$ cat config.mk
export PLATFORM = sky130hd
export DESIGN_NAME = instruction_fetch
export DESIGN_NICKNAME = d
export VERILOG_FILES = /design/src/rtl/riscv_pkg.sv /design/src/rtl/fetch_pc_reg.sv /design/src/rtl/instruction_fetch.sv
export SDC_FILE = /design/constraint.sdc
export NUM_CORES = 1
export LEC_CHECK = 0
export CORE_MARGIN = 3
export CORE_UTILIZATION = 46
export CTS_CLUSTER_DIAMETER = 60
export CTS_CLUSTER_SIZE = 20
export DETAILED_ROUTE_END_ITERATION = 10
export PLACE_DENSITY = 0.81
export SYNTH_ARGS = -nofsm -noshare
export SYNTH_HDL_FRONTEND = slang
export SYNTH_SLANG_ARGS = --single-unit
$ cat constraint.sdc
create_clock -name clk -period 2.1 [get_ports clk]
set_input_delay 0.42 -clock clk [delete_from_list [all_inputs] [get_ports clk]]
set_output_delay 0.42 -clock clk [all_outputs]
set_load 0.01 [all_outputs]
$ cat src/rtl/riscv_pkg.sv
`default_nettype none
// +----------------------------------------------------------------------+
// | riscv_pkg                                                            |
// | Shared core constants and the fetch-stage state encoding.            |
// | Revision: 1.0                                                        |
// +----------------------------------------------------------------------+
package riscv_pkg;

    localparam int          XLEN             = 32;
    localparam logic [31:0] RV_NOP           = 32'h0000_0013;
    localparam logic [31:0] RESET_PC_DEFAULT = 32'h0000_0000;

    typedef enum logic [1:0] {
        S_IDLE  = 2'd0,
        S_REQ   = 2'd1,
        S_WAIT  = 2'd2,
        S_VALID = 2'd3
    } fetch_state_t;

endpackage
`default_nettype wire

$ cat src/rtl/fetch_pc_reg.sv
`default_nettype none
// +----------------------------------------------------------------------+
// | fetch_pc_reg                                                         |
// | Fetch PC register with +4 adder and redirect/alignment mux.          |
// | Option: IFETCH_MISALIGN_CHECK_EN rejects unaligned redirect targets. |
// | Revision: 1.0                                                        |
// +----------------------------------------------------------------------+
module fetch_pc_reg #(
    parameter int              XLEN     = riscv_pkg::XLEN,
    parameter logic [XLEN-1:0] RESET_PC = riscv_pkg::RESET_PC_DEFAULT
) (
    input  logic            clk,
    input  logic            rst_n,
    input  logic            i_advance,
    input  logic            i_redirect,
    input  logic [XLEN-1:0] i_target,
    output logic [XLEN-1:0] o_pc_f,
    output logic [XLEN-1:0] o_pc_plus4,
    output logic            o_redirect_taken,
    output logic            o_misaligned
);

    logic [XLEN-1:0] r_pc_f;
    logic [XLEN-1:0] w_target;
    logic            w_taken;

`ifdef IFETCH_MISALIGN_CHECK_EN
    assign w_taken      = i_redirect && (i_target[1:0] == 2'b00);
    assign o_misaligned = i_redirect && (i_target[1:0] != 2'b00);
    assign w_target     = i_target;
`else
    assign w_taken      = i_redirect;
    assign o_misaligned = 1'b0;
    assign w_target     = i_target & ~{{(XLEN-2){1'b0}}, 2'b11};
`endif

    assign o_pc_plus4       = r_pc_f + XLEN'(4);
    assign o_pc_f           = r_pc_f;
    assign o_redirect_taken = w_taken;

    always_ff @(posedge clk or negedge rst_n) begin
        if (!rst_n) begin
            r_pc_f <= RESET_PC;
        end else if (w_taken) begin
            r_pc_f <= w_target;
        end else if (i_advance) begin
            r_pc_f <= o_pc_plus4;
        end
    end

endmodule
`default_nettype wire

$ cat src/rtl/instruction_fetch.sv
`default_nettype none
// +----------------------------------------------------------------------+
// | instruction_fetch                                                    |
// | Fetch stage: single-outstanding imem requests, decode handshake,     |
// | redirect with stale-response kill.                                   |
// | Option: IFETCH_MISALIGN_CHECK_EN (see fetch_pc_reg).                 |
// | Revision: 1.0                                                        |
// +----------------------------------------------------------------------+
module instruction_fetch #(
    parameter logic [31:0] RESET_PC = riscv_pkg::RESET_PC_DEFAULT,
    parameter int          XLEN     = riscv_pkg::XLEN
) (
    input  logic            clk,
    input  logic            rst_n,
    output logic            Imem_Req,
    output logic [XLEN-1:0] Imem_Addr,
    input  logic            Imem_Gnt,
    input  logic            Imem_Rvalid,
    input  logic [31:0]     Imem_Rdata,
    input  logic            PCSrc,
    input  logic [XLEN-1:0] PCTarget,
    output logic [31:0]     Instr,
    output logic            Instr_Valid,
    input  logic            Instr_Ready,
    output logic [XLEN-1:0] PC,
    output logic [XLEN-1:0] PCPlus4,
    output logic            Misaligned_Err
);

    import riscv_pkg::*;

    localparam logic [XLEN-1:0] C_RESET_PC = XLEN'(RESET_PC);

    fetch_state_t    r_state;
    logic            r_kill;
    logic [31:0]     r_instr;
    logic [XLEN-1:0] r_pc;
    logic [XLEN-1:0] r_pc_plus4;
    logic            r_misaligned;

    logic [XLEN-1:0] w_pc_f;
    logic [XLEN-1:0] w_pc_f_plus4;
    logic            w_redirect;
    logic            w_misaligned;
    logic            w_advance;

    // pc_f moves on only when a live response is accepted
    assign w_advance = (r_state == S_WAIT) && Imem_Rvalid && !r_kill;

    fetch_pc_reg #(
        .XLEN     (XLEN),
        .RESET_PC (C_RESET_PC)
    ) u_fetch_pc_reg (
        .clk              (clk),
        .rst_n            (rst_n),
        .i_advance        (w_advance),
        .i_redirect       (PCSrc),
        .i_target         (PCTarget),
        .o_pc_f           (w_pc_f),
        .o_pc_plus4       (w_pc_f_plus4),
        .o_redirect_taken (w_redirect),
        .o_misaligned     (w_misaligned)
    );

    always_ff @(posedge clk or negedge rst_n) begin
        if (!rst_n) begin
            r_state      <= S_IDLE;
            r_kill       <= 1'b0;
            r_instr      <= RV_NOP;
            r_pc         <= C_RESET_PC;
            r_pc_plus4   <= C_RESET_PC + XLEN'(4);
            r_misaligned <= 1'b0;
        end else begin
            r_misaligned <= w_misaligned;
            case (r_state)
                S_IDLE: r_state <= S_REQ;
                S_REQ: begin
                    // a grant in the redirect cycle still issues the old address
                    if (Imem_Gnt) begin
                        r_state <= S_WAIT;
                        r_kill  <= w_redirect;
                    end
                end
                S_WAIT: begin
                    if (Imem_Rvalid) begin
                        r_kill <= 1'b0;
                        if (r_kill || w_redirect) begin
                            r_state <= S_REQ;
                        end else begin
                            r_instr    <= Imem_Rdata;
                            r_pc       <= w_pc_f;
                            r_pc_plus4 <= w_pc_f_plus4;
                            r_state    <= S_VALID;
                        end
                    end else if (w_redirect) begin
                        r_kill <= 1'b1;
                    end
                end
                S_VALID: begin
                    if (Instr_Ready || w_redirect) begin
                        r_state <= S_REQ;
                    end
                end
                default: r_state <= S_IDLE;
            endcase
        end
    end

    assign Imem_Req       = (r_state == S_REQ);
    assign Imem_Addr      = w_pc_f;
    assign Instr_Valid    = (r_state == S_VALID);
    assign Instr          = r_instr;
    assign PC             = r_pc;
    assign PCPlus4        = r_pc_plus4;
    assign Misaligned_Err = r_misaligned;

endmodule
`default_nettype wire

**Word-level counts from Yosys, hierarchy flattened**

Cells that the tools add are included.

- ROM bits: 0
- Output and inout port bits: 131
- Logic and storage cells: 37
- Bits in latches: 0
- Memory bits (writable): 0
- Memories: 0
- Register bits: 131
- Bits of input ports: 70

- Magnitude comparators: 0
- Multiplexer cells: 11
- Reductions and logical operators: 11
- Div/mod/pow operators: 0
- Shifts and indexed selects: 0
- Add/subtract/negate cells: 1
- Bitwise operators: 1
- Eq/ne operators: 7
- Multiply operators: 0

Operator list:

| cell | count |
|---|---|
| 2-to-1 mux 32 bit | 2 |
| adder 32 x 3 -> 32 bit, second input constant | 1 |
| AND reduction 3 bit | 3 |
| 2-to-1 mux 2 bit | 4 |
| one-hot mux 2 bit (4 select lines) | 1 |
| equality test 2 bit, second input constant | 2 |
| != test 2 x 1 -> 1 bit, second input constant | 2 |
| nonzero test 2 bit | 2 |
| 2-to-1 mux 1 bit | 3 |
| != test 3 bit, second input constant | 1 |
| equality test 2 x 1 -> 1 bit, second input constant | 1 |
| logical AND 1 bit | 2 |
| logical NOT 2 bit | 1 |
| logical OR 1 bit | 2 |
| != test 2 bit, second input constant | 1 |
| one-hot mux 1 bit (2 select lines) | 1 |
| logical NOT 1 bit | 1 |
| inverter 1 bit | 1 |

**Longest topological paths before layout**

- Word-level depth: 5
- Mapped depth: 7
- Depth with buffers taken out: 7

**Hierarchy**

From an unflattened synthesis, not the netlist that was laid out.

- Cell total of the unflattened synthesis: 514
- Area, all modules: 6363.6 um2

Modules (own cells, without submodules):

| module | area each (um2) | times used | sequential area each (um2) | cells an instance |
|---|---|---|---|---|
| instruction_fetch | 4065.1 | 1 | 2507.4 | 230 |
| fetch_pc_reg | 2298.5 | 1 | 750.7 | 284 |

**Least setup slack after synthesis**

No wires, ideal clock.

- Path kind: reg2reg
- Start: reg u_fetch_pc_reg.r_pc_f[2] (netlist: u_fetch_pc_reg.o_pc_f[2])
- End: reg u_fetch_pc_reg.r_pc_f[20] (netlist: u_fetch_pc_reg.o_pc_f[20])
- Path buffers: 1
- Required time: 1.971 ns
- Clock period less this slack: 1.914 ns
- Cell stages (with the launch flop): 8
- Setup time: 0.129 ns
- Path slack: 0.186 ns
- Arrival time: 1.784 ns
- Path through: dfrtp_1 -> ha_1 -> nand3_1 -> or2_1 -> buf_6 -> nor4_4 -> xnor2_1 -> o21ai_2

- Word-level cells in the longest chain between the ends: 3

RTL lines:

| element | RTL line | text |
|---|---|---|
| start: declaration | fetch_pc_reg.sv:23 | `logic [XLEN-1:0] r_pc_f;` |
| start signal: assignment | fetch_pc_reg.sv:45 | `r_pc_f <= w_target;` |
| start signal: assignment | fetch_pc_reg.sv:47 | `r_pc_f <= o_pc_plus4;` |
| adder 32 x 3 -> 32 bit | fetch_pc_reg.sv:37 | `assign o_pc_plus4 = r_pc_f + XLEN'(4);` |
| 2-to-1 mux 32 bit | fetch_pc_reg.sv:46 | `end else if (i_advance) begin` |
| 2-to-1 mux 32 bit | fetch_pc_reg.sv:44 | `end else if (w_taken) begin` |

No other way between the ends. The select of a mux whose other input is x is not followed.
A chain may end at the register's enable or synchronous reset.

**Worst setup path in the final report**

- Start: reg r_state[0]
- End: out Instr_Valid

- Word-level cells in the longest chain between the ends: 1

RTL lines:

| element | RTL line | text |
|---|---|---|
| start: declaration | instruction_fetch.sv:34 | `fetch_state_t r_state;` |
| start signal: assignment | instruction_fetch.sv:67 | `r_state <= S_IDLE;` |
| start signal: assignment | instruction_fetch.sv:76 | `S_IDLE: r_state <= S_REQ;` |
| start signal: assignment | instruction_fetch.sv:80 | `r_state <= S_WAIT;` |
| equality test 2 bit | instruction_fetch.sv:111 | `assign Instr_Valid = (r_state == S_VALID);` |
| end: declaration | instruction_fetch.sv:23 | `output logic Instr_Valid,` |

No other way between the ends.

==> flow_summary.yaml <==
worst_setup_path:
  critical_path_buf_inv_count: 1
  cp-endpoint: "Instr_Valid"
  cp_top_family: "buffers and inverters"
  r2r_start: "u_fetch_pc_reg.o_pc_f[3]"
  r2r_cells: 6
  cp-startpoint: "r_state[0]"
  critPathLaunchType: "flop"
  r2r-end: "u_fetch_pc_reg.o_pc_f[28]"
  crit_type: "flop to primary output"
  arrival_ns: 1.57
  slowest_stage: "clkdlybuf4s50_1"
  ff2ff_setup_slack_ns: 0.15
  required_ns: 1.68
  crit_path_max_fanout: 4
  cp_cell_sequence: "ha_1, clkdlybuf4s50_1"
  crit_path_end_kind: "primary output"
  cp.depth: 2
  max_stage_delay_ns: 0.55
timing:
  relSlewSlack_pct: 65.19
  finalSetupViolCount: 0
  tightest_slew_ns: 0.5221
  hold_viol_final: 0
  period_needed_ns: 1.995
  clock.fmax_mhz: 501.4
  setup-tns-final_ns: 0
  fin_worst_skew_ns: 0.006328
  slew_violations: 0
  finalCritPeriodShare_pct: 94.98
  rsz0062_at_grt: "false"
detailed_routing:
  first_pass_iters: 4
  route.detailed.drc: 0
  drt_iter0_markers: 304
  vias: 5232
  wl_um: 16690
  drtAntennaViolNets: 0
  vias_per_cell: 5.026
  wl_per_cell_um: 16.03
grt:
  grt_max_degree: 75
  grt_pass1_wl_um: 27460
  grt_pass1_vias: 5354
  grt_use_total_pct: 24.44
  grt-ovfl-total: 0
  antenna_found_initial: 0
power_and_ir_drop:
  power.leakage_nw: 3.926
  power_mw: 10.39
  p_per_area_nw_per_um2: 1190
  vdd_drop_max_uv: 522.7
job:
  maxCapViolCount: 0
layout:
  fill_cells: 912
  drive_gt1_share_pct: 10.65
  final_cells: 1041
  nets: 934
  area_growth_pct: 49.61
  antennaDiodeCount: 0
status:
  outcome: "complete, no violations"
die:
  io_pins: 201
  start_util_pct: 47.79
  die_y_um: 118.6
  die_x_um: 118.6
  die_area_um2: 14070
  rows: 40
  core-area_um2: 12210
synth:
  syn_inst: 653
  synth_edf_count: 0
  synth-seq-area-share_pct: 53.69
  ys_types: 42
  ys_warn_count: 0
  syn-cell-area_um2: 5836
  ys_ff_latch: 125
  ys_async_sr_fraction_pct: 100.0
  avgSynthCellArea_um2: 8.937
  ys_dominant_reg_cell: "dfrtp_1"
place:
  dp_hpwl_um: 12090
  placed_cells: 1008
  portBuffers: 191
  gp_congestion: 0.8250
clock_network:
  cts_buffer_depth: 2
  cts_buffers: 17
  htreeDepth: 4
  clockRootBuffer: "clkbuf_16"
  clk_pin_slew_ns: 0.06
  cts.sinks: 125
  clk_latency_ns: 0.41
  cts_tree: "yes"
worst_hold_path:
  hp-class: "input port to flop"
[per-layer routing]
metal,share of wire (%),vias to the layer above,track usage [%]
met2,50,168,41.21
met1,42,2528,30.46
met4,2.1,0,8.979
li1,-,2507,-
met5,0,-,0
met3,6.4,29,6.077
[worst min path at each step]
stage                     depth (start not counted)        end  slack, ns   from
final                                             3     r_kill       0.33  PCSrc
after global routing                              3     r_kill       0.35  PCSrc
after CTS                                         3     r_kill       0.31  PCSrc
after detailed placement                          1     PC[22]       0.41  rst_n
after global placement                            1     PC[22]       0.40  rst_n
after floorplan                                   0  Instr[10]       0.12  rst_n
[cell usage after synthesis, types with 2 or more instances]
| master | n | area, um2 |
|---|---|---|
| nand3b_1 | 2 | 15.01 |
| nor3_1 | 4 | 20.02 |
| inv_1 | 5 | 18.77 |
| nor3_2 | 2 | 20.02 |
| nand3_1 | 23 | 115.1 |
| ha_1 | 4 | 50.05 |
| clkbuf_1 | 29 | 108.9 |
| dfstp_2 | 4 | 105.1 |
| o211ai_1 | 2 | 15.01 |
| nor2_1 | 19 | 71.32 |
| nand4_1 | 12 | 75.07 |
| o21ai_0 | 25 | 125.1 |
| and4_1 | 3 | 26.28 |
| nand2_1 | 259 | 972.2 |
| or3_1 | 3 | 18.77 |
| nor4_4 | 3 | 63.81 |
| and3_1 | 5 | 31.28 |
| xor2_1 | 38 | 332.8 |
| a21oi_1 | 3 | 15.01 |
| dfrtp_1 | 121 | 3028 |
| nand4_4 | 2 | 42.54 |
| buf_2 | 9 | 45.04 |
| nor4_1 | 2 | 12.51 |
| buf_4 | 9 | 67.56 |
| o21ai_1 | 33 | 165.2 |
| xnor2_1 | 16 | 140.1 |
[area by class of cell]
cell class	count	area [um2]	share of cell area, %
Sequential cell	125	3133	35.88
Multi-Input combinational cell	481	2499	28.62
Timing Repair Buffer	230	2240	25.65
Clock buffer	18	439.2	5.030
Tap cell	168	210.2	2.408
Clock inverter	14	191.4	2.193
Inverter	5	18.77	0.2150
[repair_timing]
item,4_1_cts,5_1_grt
setup buffers,0,0
endpoints found under the hold margin,46,0
pin swaps,0,0
gates resized for setup,2,1
hold buffers,1,0
endpoints found under the setup margin,1,1
[placed cells by master, fill, tap and decap left out, types with 4 or more instances in the layout]
cell type,synthesis,layout
and3_1,5,5
buf_4,9,35
bufinv_16,0,4
clkbuf_16,0,17
clkdlybuf4s50_1,0,188
clkinvlp_4,0,4
conb_1,1,7
dfrtp_1,121,121
dfstp_2,4,4
inv_1,5,5
nand2_1,259,259
nand3_1,23,22
nand4_1,12,12
nor2_1,19,19
nor3_2,2,4
o21ai_0,25,25
o21ai_1,33,33
xnor2_1,16,16
xor2_1,38,38
[cells by family after synthesis]
group                      Yosys count  share of synthesized area (%)
muxes                                1                         0.1715
and+or+nand+nor                    348                          26.80
DFF                                125                          53.69
adders and majority gates            4                         0.8577
buffers and inverters               53                          4.309
AOI/OAI and AO/OA                   67                          6.003
xor gates and xnor gates            54                          8.105
other                                1                        0.06426
[flip-flops by register name, indices dropped and copies added (netlist names)]
signal and cells:
Instr 32, PCPlus4 30, PC 30, u_fetch_pc_reg.o_pc_f 30, r_state 2, r_kill 1
[worst min-delay path, cell delays in order]
cell and delay (ns):
buf_2 0.13, a21oi_1 0.05, nor2_1 0.10
[power by group]
| group | total (mW) | switching [mW] | leakage [nW] | internal (mW) |
|---|---|---|---|---|
| logic | 3.49 | 1.57 | 2.03 | 1.93 |
| registers | 3.78 | 0.533 | 1.60 | 3.25 |
| clock network | 3.12 | 1.10 | 0.299 | 2.02 |
| total | 10.4 | 3.20 | 3.93 | 7.19 |
[per-stage QoR]
step	setup WS [ns]	cell area [um2]	utilization (%)	hold slack [ns]
after floorplan	0.1863	5858	-	0.1244
final	0.1054	8731	71.50	0.3287
after global routing	0.01860	8731	71.50	0.3505
after CTS	0.08154	8726	71.45	0.3124
after global placement	0.1166	8084	66.20	0.3995
after detailed placement	0.04288	8084	66.20	0.4070
Power figures use the tool's default switching activity.
